**config.mk**
```make
export PLATFORM = sky130hd
export DESIGN_NAME = matrix_level_ctrl
export DESIGN_NICKNAME = d
export VERILOG_FILES = /design/src/rtl/matrix_level_ctrl.sv
export SDC_FILE = /design/constraint.sdc
export NUM_CORES = 1
export LEC_CHECK = 0
export CAP_MARGIN = 10
export CORE_MARGIN = 3
export CORE_UTILIZATION = 45
export DETAILED_ROUTE_END_ITERATION = 12
export PLACE_DENSITY = 0.61
export REMOVE_ABC_BUFFERS = 1
export SLEW_MARGIN = 15
export SYNTH_ARGS = -nofsm -noshare
export SYNTH_HDL_FRONTEND = slang
export SYNTH_SLANG_ARGS = --single-unit
```
**constraint.sdc**
```tcl
create_clock -name clk -period 3.9 [get_ports clk]
set_clock_uncertainty 0.15 [all_clocks]
set_input_delay 0.585 -clock clk [delete_from_list [all_inputs] [get_ports clk]]
set_output_delay 0.585 -clock clk [all_outputs]
set_load 0.02 [all_outputs]
```
**src/rtl/matrix_level_ctrl.sv**
```systemverilog
// matrix_level_ctrl: two 3-bit level registers driven by four debounced
// pushbuttons, producing registered F1/F2 position codes for the LED-matrix
// decoder. A channel at full scale (7) blinks its code between 7 and 0.
module matrix_level_ctrl #(
    parameter int unsigned DEB_CYCLES   = 500000,
    parameter int unsigned BLINK_CYCLES = 12500000,
    parameter logic [2:0]  INIT_LEVEL   = 3'd0
) (
    input  logic       clk,
    input  logic       rst_n,
    input  logic       btn_up1_n,
    input  logic       btn_dn1_n,
    input  logic       btn_up2_n,
    input  logic       btn_dn2_n,
    output logic [2:0] F1,
    output logic [2:0] F2,
    output logic       full1,
    output logic       full2,
    output logic       empty1,
    output logic       empty2
);

    // Counter widths; a parameter of 1 would give $clog2 == 0, so floor at 1 bit.
    localparam int unsigned DEB_W = (DEB_CYCLES   > 1) ? $clog2(DEB_CYCLES)   : 1;
    localparam int unsigned BLK_W = (BLINK_CYCLES > 1) ? $clog2(BLINK_CYCLES) : 1;

    localparam logic [DEB_W-1:0] DEB_LAST = DEB_W'(DEB_CYCLES - 1);
    localparam logic [BLK_W-1:0] BLK_LAST = BLK_W'(BLINK_CYCLES - 1);
    localparam logic [2:0]       LVL_MAX  = 3'd7;
    localparam logic [2:0]       LVL_MIN  = 3'd0;

    // Button index map: 0 = up1, 1 = dn1, 2 = up2, 3 = dn2.
    localparam int unsigned NUM_BTN = 4;
    localparam int unsigned B_UP1   = 0;
    localparam int unsigned B_DN1   = 1;
    localparam int unsigned B_UP2   = 2;
    localparam int unsigned B_DN2   = 3;

    typedef enum logic {
        BTN_RELEASED = 1'b0,
        BTN_PRESSED  = 1'b1
    } btn_state_t;

    logic [NUM_BTN-1:0] raw;
    logic [NUM_BTN-1:0] sync_meta;
    logic [NUM_BTN-1:0] sync_q;

    btn_state_t         stable_q [NUM_BTN];
    logic [DEB_W-1:0]   deb_cnt  [NUM_BTN];
    logic [NUM_BTN-1:0] press_q;

    logic [2:0]         lvl1;
    logic [2:0]         lvl2;
    logic [2:0]         lvl1_next;
    logic [2:0]         lvl2_next;

    logic [BLK_W-1:0]   blink_cnt;
    logic               blink_phase;

    // Saturating level step; simultaneous up and down cancel out.
    function automatic logic [2:0] step_level(
        input logic [2:0] lvl,
        input logic       up,
        input logic       dn
    );
        logic [2:0] result;
        result = lvl;
        if (up && !dn) begin
            if (lvl != LVL_MAX) begin
                result = lvl + 3'd1;
            end
        end else if (dn && !up) begin
            if (lvl != LVL_MIN) begin
                result = lvl - 3'd1;
            end
        end
        return result;
    endfunction

    // Gather raw buttons into one vector (active low, 1 = released).
    always_comb begin
        raw        = '1;
        raw[B_UP1] = btn_up1_n;
        raw[B_DN1] = btn_dn1_n;
        raw[B_UP2] = btn_up2_n;
        raw[B_DN2] = btn_dn2_n;
    end

    // Two-flop synchroniser; idles at the released (high) level.
    always_ff @(posedge clk or negedge rst_n) begin
        if (!rst_n) begin
            sync_meta <= '1;
            sync_q    <= '1;
        end else begin
            sync_meta <= raw;
            sync_q    <= sync_meta;
        end
    end

    // Debouncer per button: a new level must persist for DEB_CYCLES consecutive
    // cycles before the stable state follows it; press edge yields a 1-cycle pulse.
    always_ff @(posedge clk or negedge rst_n) begin
        if (!rst_n) begin
            for (int unsigned i = 0; i < NUM_BTN; i++) begin
                stable_q[i] <= BTN_RELEASED;
                deb_cnt[i]  <= '0;
            end
            press_q <= '0;
        end else begin
            press_q <= '0;
            for (int unsigned i = 0; i < NUM_BTN; i++) begin
                btn_state_t sampled;
                sampled = sync_q[i] ? BTN_RELEASED : BTN_PRESSED;
                if (sampled != stable_q[i]) begin
                    if (deb_cnt[i] == DEB_LAST) begin
                        stable_q[i] <= sampled;
                        deb_cnt[i]  <= '0;
                        press_q[i]  <= (sampled == BTN_PRESSED);
                    end else begin
                        deb_cnt[i] <= deb_cnt[i] + DEB_W'(1);
                    end
                end else begin
                    deb_cnt[i] <= '0;
                end
            end
        end
    end

    // Next level for each channel from this cycle's press pulses.
    always_comb begin
        lvl1_next = step_level(lvl1, press_q[B_UP1], press_q[B_DN1]);
        lvl2_next = step_level(lvl2, press_q[B_UP2], press_q[B_DN2]);
    end

    // Level registers.
    always_ff @(posedge clk or negedge rst_n) begin
        if (!rst_n) begin
            lvl1 <= INIT_LEVEL;
            lvl2 <= INIT_LEVEL;
        end else begin
            lvl1 <= lvl1_next;
            lvl2 <= lvl2_next;
        end
    end

    // Free-running blink timer; phase toggles every BLINK_CYCLES cycles.
    always_ff @(posedge clk or negedge rst_n) begin
        if (!rst_n) begin
            blink_cnt   <= '0;
            blink_phase <= 1'b0;
        end else if (blink_cnt == BLK_LAST) begin
            blink_cnt   <= '0;
            blink_phase <= ~blink_phase;
        end else begin
            blink_cnt <= blink_cnt + BLK_W'(1);
        end
    end

    // Registered output stage; only the position code is blink-gated.
    always_ff @(posedge clk or negedge rst_n) begin
        if (!rst_n) begin
            F1     <= INIT_LEVEL;
            F2     <= INIT_LEVEL;
            full1  <= (INIT_LEVEL == LVL_MAX);
            full2  <= (INIT_LEVEL == LVL_MAX);
            empty1 <= (INIT_LEVEL == LVL_MIN);
            empty2 <= (INIT_LEVEL == LVL_MIN);
        end else begin
            F1     <= (lvl1 == LVL_MAX && blink_phase) ? 3'd0 : lvl1;
            F2     <= (lvl2 == LVL_MAX && blink_phase) ? 3'd0 : lvl2;
            full1  <= (lvl1 == LVL_MAX);
            full2  <= (lvl2 == LVL_MAX);
            empty1 <= (lvl1 == LVL_MIN);
            empty2 <= (lvl2 == LVL_MIN);
        end
    end

endmodule

```
-- Word-level counts from Yosys, hierarchy flattened
Index checks and enable logic that the tools add are counted.
W data, S select, Z words.
- output and inout port bits: 10
- bits in registers: 133
- input bits: 6
- word-level logic and storage cells: 101
- reduce and logical (&&, ||, !) cells: 24
- multiplexer cells: 31
- $add $sub $neg: 9
- bitwise gates (word level): 1
- equality and inequality tests: 15
- operators by type and width (operator ; count):
    $mux W19 ; 8
    $add A19 B1 Y19 const B ; 4
    $eq A19 B19 Y1 const B ; 4
    $mux W3 ; 10
    $add A24 B1 Y24 const B ; 1
    $eq A24 B24 Y1 const B ; 1
    $mux W24 ; 1
    $mux W1 ; 12
    $reduce_and A2 Y1 ; 4
    $reduce_bool A2 Y1 ; 4
    $add A3 B1 Y3 const B ; 2
    $eq A3 B3 Y1 const B ; 2
    $logic_and A1 B1 Y1 ; 6
    $logic_not A3 Y1 ; 2
    $ne A3 B3 Y1 const B ; 2
    $reduce_and A3 Y1 ; 2
    $reduce_bool A3 Y1 ; 2
    $sub A3 B1 Y3 const B ; 2
    $logic_not A1 Y1 ; 4
    $ne A1 B1 Y1 ; 4
    $ne A2 B1 Y1 const B ; 2
    $not A1 Y1 ; 1

-- Depth between registers and ports, before layout
Gate-level depths: netlist (run 1).
- word-level depth: 4
- gate-level depth with buffers: 9
- gate-level depth less buffers: 8

-- Least setup slack after synthesis (run 1)
No wires, ideal clock.
- path kind: register to register
- start: reg press_q[3]
- end: reg lvl2[2]
- slack: 1.853 ns
- clock period less this slack: 2.047 ns
- cell stages (with the launch flop): 10
- library setup time: 0.069 ns
- required time: 3.681 ns
- buffers on the path: 1
- arrival time: 1.829 ns
- path through: dfrtp_1 > inv_1 > ha_1 > clkbuf_1 > inv_1 > fa_1 > nor3b_1 > a21oi_1 > or3_1 > nand3_1
- word-level cells in the longest chain between the ends: 4
- elaborated cells between the ends (all ways): 8
- those cells by class: eq/ne: 1; mux: 1; reduce/logical: 6
- RTL lines (element ; line ; RTL):
    start, declared ; 50 ; logic [NUM_BTN-1:0] press_q;
    start signal, assigned by index ; 118 ; press_q[i] <= (sampled == BTN_PRESSED);
    $logic_not A1 Y1 ; 68 ; if (up && !dn) begin
    $logic_and A1 B1 Y1 ; 68 ;
    $ne A2 B1 Y1 (no source line) or $reduce_bool A2 Y1 (tied branches) ; -- ;
    $reduce_and A3 Y1 (no source line) ; -- ;
    end signal, assigned ; 142 ; lvl2 <= lvl2_next;
    end, declared ; 53 ; logic [2:0] lvl2;
Several ways; a longest one is shown, not always the timed one.
A chain may end at the register's enable or synchronous reset.

-- Worst setup path after layout (run 1)
- start: reg deb_cnt[38] (netlist name)
- end: reg deb_cnt[43] (netlist name)
- word-level cells in the longest chain between the ends: 3
- elaborated cells between the ends (all ways): 4
- those cells by class: add/sub: 1; eq/ne: 1; mux: 2
- RTL lines (element ; line ; RTL):
    start, declared ; 49 ; logic [DEB_W-1:0] deb_cnt [NUM_BTN];
    start signal, assigned by index ; 120 ; deb_cnt[i] <= deb_cnt[i] + DEB_W'(1);
    $add A19 B1 Y19 or $eq A19 B19 Y1 (tied branches) ; 120, 115 ;
    $mux W19 (*) ; 115 ; if (deb_cnt[i] == DEB_LAST) begin
    $mux W19 (*) ; 114 ; if (sampled != stable_q[i]) begin
Every way passes the cells marked *; elsewhere a longest branch is shown, timed or not.

==> results by group, run 1 <==
Outcome
  • Status: completed

Logic synthesis
  • Synthesized area per cell: ~10 µm²
  • Most numerous cell in the Yosys netlist: dfrtp_1
  • Seq/Total Area, Yosys: between 50 and 60%
  • Commonest cells post-synth: dfrtp_1, nor2_1, nand3_1
  • Number of flops mapped to enable cells by yosys: 0
  • Ys Warns: 0
  • Share of Yosys cell area claimed by the top area cell type: between 40% and 50%
  • Post-synthesis adder-cell area fraction: under 10%
  • Number of synthesized register bits: 133
  • Cell area after synthesis: 0.00630 mm²
  • Largest cells by area after synthesis: dfrtp_1, xnor2_1, xor2_1
  • Main combinational cell family by area after synthesis: simple AND/OR/NAND/NOR gates
  • Multiplexer share of the synthesized area: 0.477%
  • Post-Synth Simple-Gate Area: 25.8%
  • Yosys top cell by area: dfrtp_1
  • Fraction of registers with async set or reset after synthesis: 100%
  • Syn Inst Count: slightly above 600
  • XOR/XNOR Fraction of Synth Area: between 10 and 15%
  • Most used flip-flop cell after synthesis: dfrtp_1
  • Post-synthesis compound-gate area fraction: 6.69%
  • Unique masters post-synth: 41

STA
  • Unrepaired setup endpoints after global routing: no
  • Final worst path period need: 2.33 ns
  • Post-route fraction of the period consumed by the critical path: about three fifths
  • Maximum clock frequency: roughly 430 MHz
  • Number of endpoints with negative hold slack in the final report: 0
  • Worst-margin pin slew: ~1.1 ns
  • Accumulated negative setup slack: 0 ns
  • Number of endpoints failing setup at the final stage: 0
  • Relative slew slack: a little under a quarter
  • Final max-slew violation count: 0

Place
  • Number of placed instances with taps included: 791
  • Port Buf Inserts: 15
  • Gp weighted congestion: 0.848
  • Sum of net half-perimeters after detailed placement: approximately 7800 µm

Cells and area
  • Synth-to-layout area growth: 15.3%
  • Utilization of the core after routing: 54.0%
  • Area used by sequential logic in the layout: 0.00334 mm²
  • Share of final-layout standard cells stronger than drive strength 1: just under 9%
  • Fillers: 1224
  • Final-stage net count: between 600 and 700
  • Count of antenna diodes in the layout: 0
  • Number of standard cells in the final layout excluding fillers: approximately 800
  • Total area of multi-input combinational cells: about 0.0029 mm²

Setup path
  • Cell Chain, Critical Path: ha_1, nand4_1, o31ai_2, nor2_1
  • Largest fanout of any net on the critical path: 17
  • Data arrival time at the worst-slack endpoint: around 2.4 ns
  • Launching instance or port of the critical path: deb_cnt[38]$_DFF_PN0_
  • Worst path max stage delay: a little over 1 ns
  • Worst path required time: about 4 ns
  • Worst path slowest cell: o31ai_2
  • Worst Setup Start Kind: flop
  • Worst reg2reg path startpoint: deb_cnt[38]$_DFF_PN0_
  • Capturing element type of the critical path: flop
  • WS Path Type: flop to flop

Global routing
  • Wire length of the first global-routing pass: between 20000 and 25000 µm
  • Number of antenna violations at the first check in global routing: 0
  • GR Overflow Total: 0
  • Largest net degree at the start of global routing: 94
  • Via count of the first global-routing pass: about 4.4k
  • Combined global-route utilization of all metal layers: about 16%

Drt
  • Remaining design rule violation count: 0
  • Detailed-router iteration count before antenna repair: 5
  • Via count: ~4.6k
  • Drt total wl: about 11000 µm
  • Mean number of vias per cell: between 5 and 6
  • Number of nets with antenna violations after detailed routing: 0
  • Routed len/inst: 13.9 µm
  • Iter 0 DRT Violations: 359

Power and ir drop
  • Leak pwr: 0.00295 µW
  • PD cells: approximately 430 mW/mm²
  • Worst voltage drop across the vdd grid: between 0.0003 and 0.0004 V

Floorplanning
  • Horizontal die dimension: between 100 and 150 µm
  • # IOs: 16
  • Vertical extent of the die: 124 µm
  • Die ar.: around 0.015 mm²
  • Starting density of the core: about 47%
  • Standard-cell row count: between 40 and 50
  • Area inside the core boundary: about 0.013 mm²

Run
  • Max cap viols: 0

Clock network
  • Clock-pin slew of the registers on the worst-case setup and hold paths: around 0.06 ns
  • Longest Clk Path Bufs: 2
  • Buffer cell driving the clock tree root: clkbuf_16
  • Number of buffers inserted to repair setup after CTS: 0
  • Sinks on Clock Net: approximately 130
  • Resize count post-CTS: 0
  • Number of buffers added by the clock tree synthesis step: 17
  • Total number of H-tree levels: 4
  • TritonCTS clock tree: built
  • Post-CTS Hold Fix Bufs: 0
  • Skew-Pair Late Insertion Delay: approximately 0.4 ns

Hold path
  • Hold WC Path Type: input pin to async pin
[cells by family (layout without fill, tap and decap cells)]
logic type               Yosys count  after routing
AND/OR/NAND/NOR                  294            294
flip-flops                       133            133
XOR/XNOR                          74             74
AO/OA/AOI/OAI                     73             73
buffers and inverters             24             61
adder cells (fa/ha/maj)            9              9
multiplexers                       3              3
[cell type report]
type | instances | area share [%]
inverter | 8 | 0.414
sequential | 133 | 46.0
multi-input combinational | 453 | 39.3
tap | 176 | 3.03
timing repair buffer | 21 | 2.71
clock buffer | 23 | 6.44
clock inverter | 9 | 2.09
[where the power goes]
part | switching (µW) | internal [µW] | leakage [µW]
Clock | 560 | 1100 | 0.000301
Combinational | 47.3 | 19.6 | 0.000846
Sequential | 13.7 | 1400 | 0.00180
[through the flow]
stage / hold WS [ns] / area [µm²] / setup WS (ns) / total power (µW)
floorplan: 0.139 / 6220 / 1.77 / 1460
global placement: 0.196 / 6640 / 1.60 / 1500
detailed placement: 0.197 / 6640 / 1.55 / 1510
CTS: 0.138 / 7260 / 1.55 / 3190
global route: 0.176 / 7260 / 1.35 / 3260
finish: 0.0737 / 7260 / 1.57 / 3140
[state kept, by name, indices dropped and copies added (netlist names)]
| signal | cells |
|---|---|
| deb_cnt | 76 |
| press_q | 4 |
| blink_cnt | 24 |
| full2 | 1 |
| stable_q | 4 |
| full1 | 1 |
| lvl1 | 3 |
| F2 | 3 |
| blink_phase | 1 |
| lvl2 | 3 |
| empty1 | 1 |
| sync_meta | 4 |
| sync_q | 4 |
| F1 | 3 |
| empty2 | 1 |
[routing by layer]
| metal | vias to the layer above | track usage [%] | part of all wire [%] |
|---|---|---|---|
| met5 | - | 0 | 0 |
| met4 | 0 | 5.16 | 1.4 |
| met3 | 16 | 4.67 | 3.1 |
| met2 | 60 | 23.4 | 45 |
| met1 | 2244 | 22.1 | 51 |
| li1 | 2254 | - | - |
[cell usage in the layout, fill, tap and decap left out, types with 18 or more instances in the layout]
master,instances
nand3_1,43
nor2_1,66
xnor2_1,39
o21ai_0,32
xor2_1,35
nand2_1,33
or3_1,18
dfrtp_1,123
a21oi_1,23
nand4_1,31
[final timing paths]
path	end	slack (ns)	cells after the start
worst max-delay path	deb_cnt[43]$_DFF_PN0_	1.57	4
worst min-delay path	deb_cnt[66]$_DFF_PN0_	0.07	1
worst max register to register	deb_cnt[43]$_DFF_PN0_	1.57	4
worst min register to register	sync_q[3]$_DFF_PN1_	0.20	0
max in group asynchronous	sync_meta[2]$_DFF_PN1_	2.61	2
min in group clk	sync_q[3]$_DFF_PN1_	0.20	0
[worst max-delay path: cells and delay by family, from the launching register on]
family / cells / cell delay (ns)
simple gates: 2 / 0.35
compound gates: 1 / 1.02
fa+ha+maj: 1 / 0.24
flops: 1 / 0.40
Power figures use the tool's default switching activity.
==> inputs of run 2 (changes only) <==
==> constraint.sdc (replaced) <==
create_clock -name clk -period 2.4 [get_ports clk]
set_clock_uncertainty 0.15 [all_clocks]
set_input_delay 0.36 -clock clk [delete_from_list [all_inputs] [get_ports clk]]
set_output_delay 0.36 -clock clk [all_outputs]
set_load 0.02 [all_outputs]
==> run 2 against run 1 <==
Against the previous run:
- first-iteration DRC count shrank 13%
- final area up 1.0%
- global-route usage rose by 0.55 points
- critical path type unchanged
- largest power group unchanged
- highest routed layer unchanged
==> results by group, run 2 (synthesized netlist as in run 1, its figures left out) <==
Cells and area
  • Synth-to-layout area growth: 16.5% (was 15.3%)
  • Most common cell after layout, fill and taps aside: dfrtp_1 (unchanged)
  • Total area of multi-input combinational cells: 0.00285 mm² (unchanged)
  • Count of antenna diodes in the layout: 0 (unchanged)
  • Area used by sequential logic in the layout: 0.00334 mm² (unchanged)
  • Final-stage net count: 659 (was 649)
  • Share of final-layout standard cells stronger than drive strength 1: 10.0% (was 8.81%)
  • Fillers: 1186 (was 1224)
  • Number of flip-flops under the largest register name: 76 (unchanged)
  • Commonest cells after routing, fill and taps aside: dfrtp_1, nor2_1, nand3_1 (unchanged)
  • Register containing the most flip-flops in the final layout: deb_cnt (unchanged)
  • Utilization of the core after routing: 54.5% (was 54.0%)
  • Largest registers in the final layout: deb_cnt (76), blink_cnt (24) (unchanged)

Clock network
  • Total number of H-tree levels: 4 (unchanged)
  • Longest Clk Path Bufs: 2 (unchanged)
  • Skew-Pair Late Insertion Delay: 0.41 ns (about the same)
  • TritonCTS clock tree: built (unchanged)
  • Buffer cell driving the clock tree root: clkbuf_16 (unchanged)
  • Number of buffers added by the clock tree synthesis step: 17 (unchanged)
  • Sinks on Clock Net: 133 (unchanged)
  • Clock-pin slew of the registers on the worst-case setup and hold paths: 0.06 ns (about the same)

Power and ir drop
  • Clock group share of total power: 52.0% (was 52.9%)
  • Leak pwr: 0.00299 µW (was 0.00295 µW)
  • Share of total power consumed by net switching: 20.0% (was 19.8%)
  • Worst voltage drop across the vdd grid: 0.000651 V (was 0.000304 V)
  • PD cells: 686 mW/mm² (was 433 mW/mm²)
  • Logic gate share of total power: 2.4% (was 2.1%)
  • Net switching power of the design: 1010 µW (was 621 µW)
  • Int Power: 4030 µW (was 2520 µW)
  • Relative contribution of sequential cells to total power: 45.6% (was 45.0%)

STA
  • Final worst path period need: 2.09 ns (was 2.33 ns)
  • Unrepaired setup endpoints after global routing: no (unchanged)
  • Worst-margin pin slew: 0.529 ns (was 1.14 ns)
  • Number of endpoints failing setup at the final stage: 0 (unchanged)
  • Accumulated negative setup slack: 0 ns (unchanged)
  • Final max-slew violation count: 0 (unchanged)
  • Maximum clock frequency: 478 MHz (was 429 MHz)
  • Relative slew slack: 64.7% (was 23.6%)
  • Final hold slack: 0.199 ns (was 0.0737 ns)
  • Number of endpoints with negative hold slack in the final report: 0 (unchanged)
  • Post-route fraction of the period consumed by the critical path: 87.2% (was 59.8%)

Setup path
  • Largest fanout of any net on the critical path: 14 (was 17)
  • Worst path max stage delay: 0.38 ns (was 1.02 ns)
  • Data arrival time at the worst-slack endpoint: 2.22 ns (was 2.42 ns)
  • WS Path Type: flop to flop (unchanged)
  • Capturing element type of the critical path: flop (unchanged)
  • Buffers and inverters on the worst path: 1 (was 0)
  • Worst Setup Start Kind: flop (unchanged)
  • Largest delay contributor family on the critical path: simple AND/OR/NAND/NOR gates (was compound AO/OA/AOI/OAI gates)
  • Worst path required time: 2.53 ns (was 3.99 ns)
  • Worst path slowest cell: dfrtp_1 (was o31ai_2)
  • Cell Chain, Critical Path: ha_1, and4_1, nand4_1, o21ai_1, buf_4, a21oi_1 (was ha_1, nand4_1, o31ai_2, nor2_1)
  • R2R Setup Slk: 0.31 ns (was 1.57 ns)

Drt
  • Number of nets with antenna violations after detailed routing: 0 (unchanged)
  • Routed len/inst: 14.1 µm (was 13.9 µm)
  • Detailed-router iteration count before antenna repair: 4 (was 5)
  • Remaining design rule violation count: 0 (unchanged)
  • Via count: 4657 (was 4574)
  • Iter 0 DRT Violations: 313 (was 359)
  • Mean number of vias per cell: 5.59 (was 5.56)
  • Drt total wl: 11800 µm (was 11400 µm)

Floorplanning
  • Starting density of the core: 46.8% (unchanged)
  • # IOs: 16 (unchanged)
  • Vertical extent of the die: 124 µm (unchanged)
  • Standard-cell row count: 42 (unchanged)
  • Horizontal die dimension: 124 µm (unchanged)
  • Die ar.: 0.0155 mm² (unchanged)
  • Area inside the core boundary: 0.0135 mm² (unchanged)

Global routing
  • Number of antenna violations at the first check in global routing: 0 (unchanged)
  • GR Overflow Total: 0 (unchanged)
  • Via count of the first global-routing pass: 4591 (was 4370)
  • Wire length of the first global-routing pass: 21100 µm (was 20300 µm)
  • Combined global-route utilization of all metal layers: 16.3% (was 15.7%)
  • Largest net degree at the start of global routing: 58 (was 94)

Place
  • Sum of net half-perimeters after detailed placement: 8040 µm (was 7770 µm)
  • Gp weighted congestion: 0.848 (about the same)
  • Port Buf Inserts: 15 (unchanged)

Run
  • Max cap viols: 0 (unchanged)

Outcome
  • Status: completed (unchanged)

Hold path
  • Hold WC Path Type: flop to flop (was input pin to async pin)
-- run 2: changes by cell type in the layout (fill, tap and decap cells not counted) --
| cell | change |
|---|---|
| clkinvlp_4 | +2 |
| clkinv_4 | -1 |
| bufinv_16 | -1 |
| buf_4 | +8 |
| buf_12 | +1 |
| clkbuf_8 | +1 |
| clkinv_2 | -1 |
| dlygate4sd3_1 | +1 |
-- run 2: worst register-to-register path, stage by stage, from the launching register on --
cell and delay, ns:
dfrtp_1 0.38, ha_1 0.24, and4_1 0.28, nand4_1 0.21
o21ai_1 0.37, buf_4 0.27, a21oi_1 0.06
-- run 2: area by class of cell --
cell class	count	area share, %
Sequential cell	133	45.5
Timing Repair Buffer	31	3.91
Clock buffer	24	6.57
Tap cell	176	3.00
Multi-Input combinational cell	453	38.9
Inverter	8	0.409
Clock inverter	8	1.67
-- run 2: through the flow --
stage | cell area [µm²] | setup slack, ns | power, µW | std cells
after floorplan | 6220 | 0.273 | 2370 | 594
after global placement | 6720 | 0.413 | 2450 | 800
after detailed placement | 6720 | 0.329 | 2460 | 800
after CTS | 7340 | 0.290 | 5120 | 833
after global routing | 7340 | 0.103 | 5260 | 833
final | 7340 | 0.308 | 5030 | 833
-- run 2: path summary, 6_finish.rpt --
kind,from,end,cells after the start
worst max-delay path,deb_cnt[57]$_DFF_PN0_,deb_cnt[70]$_DFF_PN0_,6
worst min-delay path,sync_meta[1]$_DFF_PN1_,sync_q[1]$_DFF_PN1_,0
worst max register to register,deb_cnt[57]$_DFF_PN0_,deb_cnt[70]$_DFF_PN0_,6
worst min register to register,sync_meta[1]$_DFF_PN1_,sync_q[1]$_DFF_PN1_,0
max in group asynchronous,rst_n,empty2$_DFF_PN1_,3
min in group asynchronous,rst_n,deb_cnt[71]$_DFF_PN0_,2
-- run 2: repair_timing --
item	in CTS	in global routing
endpoints found under the hold margin	49	0
buffers inserted	0	0
hold buffers	1	0
resized for setup	0	0
-- run 2: per-layer routing --
layer	vias up	global-route usage, %	routed length (µm)
li1	2280	-	-
met5	-	0	0
met2	62	25.0	5440
met3	15	4.85	408
met1	2300	21.9	5770
met4	0	6.13	161
-- run 2: power by group through the flow --
stage / clock [µW] / combinational (µW) / sequential, µW
finish: 2620 / 119 / 2300
global route: 2820 / 140 / 2300
CTS: 2700 / 125 / 2300
detailed placement: 0 / 123 / 2330
global placement: 0 / 121 / 2330
floorplan: 0 / 41.7 / 2330
